<file path="config.mk">
export PLATFORM = sky130hd
export DESIGN_NAME = csr_exec_queue
export DESIGN_NICKNAME = d
export VERILOG_FILES = /design/src/rtl/csr_exec_pkg.sv /design/src/rtl/csr_newval_calc.sv /design/src/rtl/csr_exec_queue.sv
export SDC_FILE = /design/constraint.sdc
export NUM_CORES = 2
export LEC_CHECK = 0
export BUFFER_PORTS_ARGS = -buffer_cell sky130_fd_sc_hd__clkbuf_2
export CORE_ASPECT_RATIO = 1.75
export CORE_UTILIZATION = 39
export CTS_CLUSTER_DIAMETER = 80
export DETAILED_ROUTE_END_ITERATION = 16
export SKIP_LAST_GASP = 1
export SLEW_MARGIN = 20
export SYNTH_ARGS = -nofsm -noshare
export SYNTH_HDL_FRONTEND = slang
export SYNTH_SLANG_ARGS = --single-unit
</file>
<file path="constraint.sdc">
create_clock -name clock -period 67.6 [get_ports clock]
set_input_delay 3.38 -clock clock [delete_from_list [all_inputs] [get_ports clock]]
set_output_delay 3.38 -clock clock [all_outputs]
set_load 0.02 [all_outputs]
</file>
<file path="src/rtl/csr_exec_pkg.sv">
// Shared types for the CSR execution queue: op encoding, entry state and the
// per-entry record held in the queue.
package csr_exec_pkg;

  localparam int XLEN  = 64;
  localparam int TAG_W = 6;
  localparam int RD_W  = 7;

  // CSR addresses whose top two bits are set are read-only
  localparam logic [1:0] RO_CSR_PREFIX = 2'b11;

  // bit 2 selects the immediate form, bits 1:0 select write/set/clear
  typedef enum logic [2:0] {
    CSR_RW  = 3'b001,
    CSR_RS  = 3'b010,
    CSR_RC  = 3'b011,
    CSR_RWI = 3'b101,
    CSR_RSI = 3'b110,
    CSR_RCI = 3'b111
  } csr_op_e;

  typedef logic [1:0] csrq_state_e;
  localparam csrq_state_e ST_FREE = 2'd0;
  localparam csrq_state_e ST_WAIT = 2'd1;
  localparam csrq_state_e ST_DONE = 2'd2;

  typedef struct packed {
    csrq_state_e       state;
    csr_op_e           op;
    logic [11:0]       csr;
    logic [XLEN-1:0]   src;
    logic [4:0]        uimm;
    logic              rs1_zero;
    logic [TAG_W-1:0]  tag;
    logic [RD_W-1:0]   rd;
  } csrq_entry_t;

endpackage

</file>
<file path="src/rtl/csr_newval_calc.sv">
// Combinational CSR update: derives the value to write back, whether the op
// writes at all, and whether that write targets a read-only CSR.
module csr_newval_calc
  import csr_exec_pkg::*;
(
  input  csr_op_e          op,
  input  logic [1:0]       csr_prefix,
  input  logic [XLEN-1:0]  old_val,
  input  logic [XLEN-1:0]  src,
  input  logic [4:0]       uimm,
  input  logic             rs1_zero,
  output logic [XLEN-1:0]  new_val,
  output logic             writes,
  output logic             illegal
);

  logic [2:0]      op_bits;
  logic            imm_form;
  logic [XLEN-1:0] operand;

  assign op_bits  = op;
  assign imm_form = op_bits[2];
  assign operand  = imm_form ? {{(XLEN-5){1'b0}}, uimm} : src;

  // Set/clear with a zero operand source must not write, so read-only CSRs can be read safely
  always_comb begin
    new_val = old_val;
    writes  = 1'b0;
    case (op_bits[1:0])
      2'b01: begin
        new_val = operand;
        writes  = 1'b1;
      end
      2'b10: begin
        new_val = old_val | operand;
        writes  = imm_form ? (uimm != 5'd0) : !rs1_zero;
      end
      2'b11: begin
        new_val = old_val & ~operand;
        writes  = imm_form ? (uimm != 5'd0) : !rs1_zero;
      end
      default: begin
        new_val = old_val;
        writes  = 1'b0;
      end
    endcase
  end

  assign illegal = writes && (csr_prefix == RO_CSR_PREFIX);

endmodule

</file>
<file path="src/rtl/csr_exec_queue.sv">
// In-order CSR execution queue: buffers dispatched CSR uops, reads the head CSR
// on an execute grant, and writes the new value back when the head commits.
module csr_exec_queue
  import csr_exec_pkg::*;
#(
  parameter int QDEPTH     = 8,
  parameter int NUM_IN     = 2,
  parameter int NUM_COMMIT = 2
) (
  input  logic                             clock,
  input  logic                             reset,
  input  logic                             flush_in,
  input  logic [NUM_IN-1:0]                in_valid,
  input  logic [NUM_IN-1:0][2:0]           in_op,
  input  logic [NUM_IN-1:0][11:0]          in_csr,
  input  logic [NUM_IN-1:0][XLEN-1:0]      in_src,
  input  logic [NUM_IN-1:0][4:0]           in_uimm,
  input  logic [NUM_IN-1:0]                in_rs1_zero,
  input  logic [NUM_IN-1:0][TAG_W-1:0]     in_tag,
  input  logic [NUM_IN-1:0][RD_W-1:0]      in_rd,
  output logic                             stall_out,
  input  logic                             exec_valid,
  input  logic [TAG_W-1:0]                 exec_tag,
  input  logic [NUM_COMMIT-1:0]            commit_valid,
  input  logic [NUM_COMMIT-1:0][TAG_W-1:0] commit_tag,
  output logic [11:0]                      csr_rd_addr,
  input  logic [XLEN-1:0]                  csr_rd_data,
  output logic                             csr_wr_valid,
  output logic [11:0]                      csr_wr_addr,
  output logic [XLEN-1:0]                  csr_wr_data,
  output logic                             res_valid,
  output logic [TAG_W-1:0]                 res_tag,
  output logic [RD_W-1:0]                  res_rd,
  output logic [XLEN-1:0]                  res_data,
  output logic                             res_illegal
);

  localparam int PTR_W = $clog2(QDEPTH);
  localparam int CNT_W = $clog2(QDEPTH + 1);

  csrq_entry_t                  q [QDEPTH];
  logic [PTR_W-1:0]             rp;
  logic [PTR_W-1:0]             wp;
  logic [CNT_W-1:0]             count;
  csrq_entry_t                  head;
  logic                         head_valid;
  logic                         exec_fire;
  logic                         commit_hit;
  logic                         pop;
  logic [XLEN-1:0]              new_val;
  logic                         head_writes;
  logic                         head_illegal;
  logic [NUM_IN-1:0]            in_accept;
  logic [NUM_IN-1:0][PTR_W-1:0] alloc_slot;
  logic [CNT_W-1:0]             n_alloc;
  logic [CNT_W-1:0]             count_next;

  assign head       = q[rp];
  assign head_valid = (count != '0);
  assign exec_fire  = head_valid && (head.state == ST_WAIT) && exec_valid && (exec_tag == head.tag);

  always_comb begin
    commit_hit = 1'b0;
    for (int i = 0; i < NUM_COMMIT; i++) begin
      if (commit_valid[i] && (commit_tag[i] == head.tag)) commit_hit = 1'b1;
    end
  end

  // Commit requires DONE at cycle start, so it can never overlap an execute of the same head
  assign pop = head_valid && (head.state == ST_DONE) && commit_hit;

  csr_newval_calc u_newval (
    .op         (head.op),
    .csr_prefix (head.csr[11:10]),
    .old_val    (csr_rd_data),
    .src        (head.src),
    .uimm       (head.uimm),
    .rs1_zero   (head.rs1_zero),
    .new_val    (new_val),
    .writes     (head_writes),
    .illegal    (head_illegal)
  );

  assign csr_rd_addr  = head_valid ? head.csr : 12'd0;
  assign csr_wr_valid = pop && head_writes && !head_illegal;
  assign csr_wr_addr  = pop ? head.csr : 12'd0;
  assign csr_wr_data  = pop ? new_val : '0;

  // Accepted lanes are packed contiguously from wp in lane order
  always_comb begin
    in_accept  = '0;
    alloc_slot = '0;
    n_alloc    = '0;
    for (int i = 0; i < NUM_IN; i++) begin
      in_accept[i]  = in_valid[i] && !stall_out;
      alloc_slot[i] = wp + n_alloc[PTR_W-1:0];
      if (in_accept[i]) n_alloc = n_alloc + CNT_W'(1);
    end
    count_next = count - CNT_W'(pop) + n_alloc;
  end

  always_ff @(posedge clock or posedge reset) begin
    if (reset) begin
      rp        <= '0;
      wp        <= '0;
      count     <= '0;
      stall_out <= 1'b0;
      for (int i = 0; i < QDEPTH; i++) q[i] <= '0;
    end else if (flush_in) begin
      rp        <= '0;
      wp        <= '0;
      count     <= '0;
      stall_out <= 1'b0;
      for (int i = 0; i < QDEPTH; i++) q[i].state <= ST_FREE;
    end else begin
      if (exec_fire) q[rp].state <= ST_DONE;
      if (pop)       q[rp].state <= ST_FREE;
      for (int i = 0; i < NUM_IN; i++) begin
        if (in_accept[i]) begin
          q[alloc_slot[i]].state    <= ST_WAIT;
          q[alloc_slot[i]].op       <= csr_op_e'(in_op[i]);
          q[alloc_slot[i]].csr      <= in_csr[i];
          q[alloc_slot[i]].src      <= in_src[i];
          q[alloc_slot[i]].uimm     <= in_uimm[i];
          q[alloc_slot[i]].rs1_zero <= in_rs1_zero[i];
          q[alloc_slot[i]].tag      <= in_tag[i];
          q[alloc_slot[i]].rd       <= in_rd[i];
        end
      end
      rp        <= rp + PTR_W'(pop);
      wp        <= wp + n_alloc[PTR_W-1:0];
      count     <= count_next;
      stall_out <= (CNT_W'(QDEPTH) - count_next) < CNT_W'(NUM_IN);
    end
  end

  always_ff @(posedge clock or posedge reset) begin
    if (reset) begin
      res_valid   <= 1'b0;
      res_tag     <= '0;
      res_rd      <= '0;
      res_data    <= '0;
      res_illegal <= 1'b0;
    end else if (flush_in || !exec_fire) begin
      res_valid   <= 1'b0;
      res_tag     <= '0;
      res_rd      <= '0;
      res_data    <= '0;
      res_illegal <= 1'b0;
    end else begin
      res_valid   <= 1'b1;
      res_tag     <= head.tag;
      res_rd      <= head.rd;
      res_data    <= csr_rd_data;
      res_illegal <= head_illegal;
    end
  end

  // Dispatch must honour stall_out; a uop offered while stalled is lost
  assert property (@(posedge clock) disable iff (reset) !(stall_out && (|in_valid)));

endmodule
</file>
== Word-level counts from Yosys, hierarchy flattened ==
Index checks and enable logic that the tools add are counted.
Storage, ports and cells
  flip-flop bits (word level): 890
  bits of input ports: 286
Operators by class
  $add $sub $neg: 7
  magnitude comparators: 7
  eq/ne operators: 9
  multiplexer cells: 90
  bitwise logic cells: 6
  reduce and logical (&&, ||, !) cells: 23
Operator list (count)
  bitwise mux 800 bit: 18
  2-to-1 mux 800 bit: 7
  demux 100 bit (select 3 bit): 17
  2-to-1 mux 100 bit: 5
  binary-select mux 100 bit (select 3 bit): 1
  2-to-1 mux 98 bit: 2
  2-to-1 mux 64 bit: 3
  case mux 64 bit (3 select lines): 1
  2-to-1 mux 95 bit: 2
  2-to-1 mux 83 bit: 2
  AND 64 bit: 1
  NOT 64 bit: 1
  bitwise OR 64 bit: 1
  2-to-1 mux 19 bit: 2
  2-to-1 mux 14 bit: 2
  2-to-1 mux 13 bit: 2
  2-to-1 mux 12 bit: 2
  2-to-1 mux 7 bit: 3
  == test 6 bit: 3
  2-to-1 mux 2 bit: 8
  logical AND 1 bit: 15
  greater-or-equal comparator 4 bit, second input constant: 3
  < comparator 4 x 1 -> 1 bit, second input constant: 3
  NOT 3 -> 4 bit: 3
  19 further kinds: 35

== Longest topological paths before layout ==
  word-level depth: 33
  gate-level depth with buffers: 19
  depth with buffers taken out: 16

== Modules after synthesis ==
Synthesis repeated with hierarchy kept, for this count alone.
Second synthesis, totals
  cells, all modules: 5663
  area, all modules: 47555.6 um2
By module, submodules not included
  csr_exec_queue: instances 1, cells an instance 5371, area an instance 45736.4 um2, sequential area each 22271.4 um2
  csr_newval_calc: instances 1, cells an instance 292, area an instance 1819.2 um2, sequential area each 0.0 um2

== Worst setup path after synthesis ==
No wires, ideal clock.
  path type: input to output
  start point: input commit_tag[8] in the netlist's numbering
  end point: output csr_wr_data[26]
  arrival: 4.859 ns
  required time: 64.220 ns
  setup slack: 59.361 ns
  cell stages on the path: 7
  buffers on the path: 2
  path through: xor2_1 > nand2_1 > or4_1 > o41a_1 > buf_2 > buf_2 > a21oi_1
On the way
  cells in the longest elaborated chain, start to end: 5
RTL lines
  from (decl): RTL line csr_exec_queue.sv:25  | input logic [NUM_COMMIT-1:0][TAG_W-1:0] commit_tag,
  == test 6 bit: RTL line csr_exec_queue.sv:65  | if (commit_valid[i] && (commit_tag[i] == head.tag)) commit_hit = 1'b1;
  logical AND 1 bit: RTL line csr_exec_queue.sv:65
  2-to-1 mux 1 bit: RTL line csr_exec_queue.sv:65
  logical AND 1 bit: RTL line csr_exec_queue.sv:70  | assign pop = head_valid && (head.state == ST_DONE) && commit_hit;
  2-to-1 mux 64 bit: RTL line csr_exec_queue.sv:87  | assign csr_wr_data = pop ? new_val : '0;
  to (decl): RTL line csr_exec_queue.sv:30  | output logic [XLEN-1:0] csr_wr_data,
Every way passes these cells.

== Final worst setup path ==
  start point: input commit_tag[10] in the netlist's numbering
  end point: output csr_wr_data[9]
Same word-level chain as after synthesis.

==> impl_results.md <==
* Status: completed
* Largest net degree at the start of global routing at 244
* Logic pwr share at 0.307
* Max Slew Vio Count at 0
* Register share of total power at 0.431
* Syn nets at about 5,900
* First-pass GRT wire length at 293,000 um
* Leakage power at approximately 22 nW
* Final TNS setup at 0 ns
* Core Footprint at 120,000 um2
* Post-cts resize count at 0
* Post-layout min period at 8.84 ns
* Most frequent cells in the layout: nand2_1 (965), dfrtp_1 (888), o21ai_0 (790)
* Arr. time, crit path at 5.46 ns
* Tcrit/Tclk final at 0.131
* Worst-margin pin slew at 1.23 ns
* Vias in the first global route at 43,800
* Clock Pin Slew Worst Setup and Hold Paths at 0.07 ns
* TritonCTS sink count at 890
* Slowest stage delay, CP at 0.72 ns
* Die Area at 122,000 um2
* Synth Area per Inst at 8.39 um2
* Non-filler instance count after layout at ~7,200
* Via density at 6.26
* Hold slack at 0.474 ns
* NetSw at around 0.77 mW
* Via Count at 45,300
* Mapped cell area at 47,200 um2
* CP Max Fanout at 73
* Fin area at about 53,000 um2
* Clock buffer depth at 3
* Port bufs at between 400 and 500
* Required time of the worst setup path at between 60 and 70 ns
* Overflow after GRT at 0
* Synth Warn # at 0
* Setup CP Type: primary input to output port
* Relative slew margins at 0.178
* CTS root buffer: clkbuf_16
* Post-synth ARST share at 1.00
* Final Skew at 0.0284 ns
* H-Tree Depth at 3
* Post-synthesis cell type count at between 60 and 70
* Chip Width at 265 um
* Cells after Synth at 5,626
* 1st-iter DRT viols at 4,828
* Startpoint types: primary input
* Post-synthesis sequential area ratio at 0.472
* Fillers at 12,000
* DRT Wirelength at about 200,000 um
* Fin. Hold Viols at 0
* MaxCap Viol Count at 0
* Hold crit path type: register to register
* # DRC at 0
* Final setup viols at 0
* CTS Buf Count at 89
* CP most frequent cell: clkbuf_2
* Net Sw Frac at 0.384
* Worst-path cell chain: clkbuf_2, and3_1, o2111ai_1, or4_1, o41a_2, buf_4, a21oi_1, clkbuf_2
* Placed Area at 49,800 um2
* Gpl congestion at 0.836
* Pwr Density at 38.1 nW/um2
* Slowest cell on the critical path: buf_4
* RSZ-0062 raised after global routing: false
* CTS tree: done
* Initial antenna violation count at 35
* Post-CTS Hold Buffers at 0
* Drt wl/cell at 27.3 um
* Power share of the clock group at 0.262
* FF+latch count, synth at 890
* Tot Pwr at between 2 and 2.5 mW
* Antenna-violating nets left at 0
* HPWL after DPL at around 110,000 um
* Internal at about 1.2 mW
* Post-CTS Setup Repair Bufs at 0
* Commonest non-fill, non-tap cell in the layout: nand2_1
* Initial Util at 0.394
* Detailed-router iteration count before antenna repair at 8
* GRT Total Usage at 0.318
* Post-synth EDFFs at 0
* Clock Latency Late Sink at 0.72 ns
* Area growth syn-to-layout at 12.0%
* Row cnt at approximately 170
* Fmax at 113 MHz
* Peak supply drop at 0.0242 mV
* Worst Setup End Kind: output port
* Io pins at 455
* Layout cells sized above 1 at 0.129
* Chip height at ~460 um
* Nets at 5,912
* Placed cell count at between 7,000 and 8,000
* Post-synth top flop: dfrtp_1
==> sequential cells by signal, summed over array words and instances, names as in the netlist <==
| register | count |
|---|---|
| rp | 3 |
| stall_out | 1 |
| wp | 3 |
| res_illegal | 1 |
| count | 4 |
| res_tag | 6 |
| res_valid | 1 |
| res_rd | 7 |
| q | 800 |
| res_data | 64 |
==> area by class of cell <==
type                            instances  area [um2]  area share
Timing Repair Buffer                  527        2960      0.0559
Antenna cell                           17        42.5    0.000805
Tap cell                             1530        1910      0.0362
Multi-Input combinational cell       4086       22600       0.427
Clock inverter                         21         303     0.00573
Inverter                               17        73.8     0.00140
Sequential cell                       890       22300       0.422
Clock buffer                          140        2690      0.0509
==> cell usage after synthesis, types with 4 or more instances <==
| master | number | area (um2) |
|---|---|---|
| nand2_1 | 966 | 3630 |
| dfrtp_1 | 890 | 22300 |
| o21ai_0 | 790 | 3950 |
| a21oi_1 | 646 | 3230 |
| nor3_1 | 583 | 2920 |
| clkbuf_1 | 564 | 2120 |
| mux2i_1 | 229 | 2290 |
| a22oi_1 | 197 | 1480 |
| nor2_1 | 130 | 488 |
| and2_1 | 65 | 407 |
| a221oi_1 | 64 | 561 |
| a22o_1 | 63 | 552 |
| a31oi_1 | 60 | 375 |
| o21ai_1 | 60 | 300 |
| o22ai_1 | 30 | 188 |
| buf_2 | 29 | 145 |
| buf_1 | 28 | 105 |
| and4_1 | 15 | 131 |
| xor2_1 | 15 | 131 |
| inv_1 | 14 | 52.6 |
| ha_1 | 13 | 163 |
| mux4_2 | 13 | 293 |
| nor2b_1 | 12 | 75.1 |
| a211oi_1 | 11 | 82.6 |
| buf_6 | 10 | 113 |
| nand2b_1 | 10 | 62.6 |
| nor3_2 | 10 | 100 |
| xnor2_1 | 10 | 87.6 |
| nand3_1 | 9 | 45.0 |
| o221a_1 | 8 | 90.1 |
| or4_1 | 8 | 60.1 |
| nand3b_1 | 6 | 45.0 |
| o21bai_1 | 6 | 45.0 |
| nand4_1 | 5 | 31.3 |
| mux2i_4 | 4 | 90.1 |
| o2bb2ai_1 | 4 | 35.0 |
==> worst max-delay path, delay by kind of cell <==
kind                   cells  cell delay (ns)
buffers and inverters      3             1.01
AOI/OAI and AO/OA          3             0.63
and+or+nand+nor            2             0.27
==> metrics by stage <==
step	setup slack (ns)	util
floorplan	39.20	-
global placement	58.87	0.416
detailed placement	58.81	0.416
CTS	58.81	0.441
global route	58.66	0.441
finish	58.76	0.441
==> power groups by stage <==
stage	logic, mW	clock network, mW	registers (mW)
after detailed placement	0.611	0	0.871
after global routing	0.686	0.552	0.888
after global placement	0.598	0	0.863
after floorplan	0.414	0	0.839
after CTS	0.611	0.534	0.862
final	0.617	0.527	0.866
==> metal layers <==
metal / vias to the layer above / wire length, um / track usage
li1: 19900 / - / -
met5: - / 194 / 0
met1: 22400 / 76500 / 0.398
met2: 2432 / 93400 / 0.523
met4: 30 / 8590 / 0.154
met3: 496 / 18300 / 0.0645
==> worst paths after layout <==
path                                 from              to  slack (ns)  cells past startpoint
max                        commit_tag[10]  csr_wr_data[9]       58.76                      8
min                                q[111]          q[111]        0.47                      2
max reg2reg                         rp[0]       stall_out       61.59                     17
min reg2reg                        q[111]          q[111]        0.47                      2
max in group asynchronous           reset          q[234]       60.77                      6
min in group asynchronous           reset          q[288]        2.83                      2
==> cell families after synthesis <==
| logic type | after synthesis | synth area share |
|---|---|---|
| adder cells (fa/ha/maj) | 15 | 0.00429 |
| XOR/XNOR | 26 | 0.00498 |
| AO/OA/AOI/OAI | 1954 | 0.234 |
| flip-flops | 890 | 0.472 |
| multiplexers | 250 | 0.0577 |
| buffers and inverters | 650 | 0.0542 |
| AND/OR/NAND/NOR | 1841 | 0.173 |
Note: power is estimated with default switching activity, not from simulation.
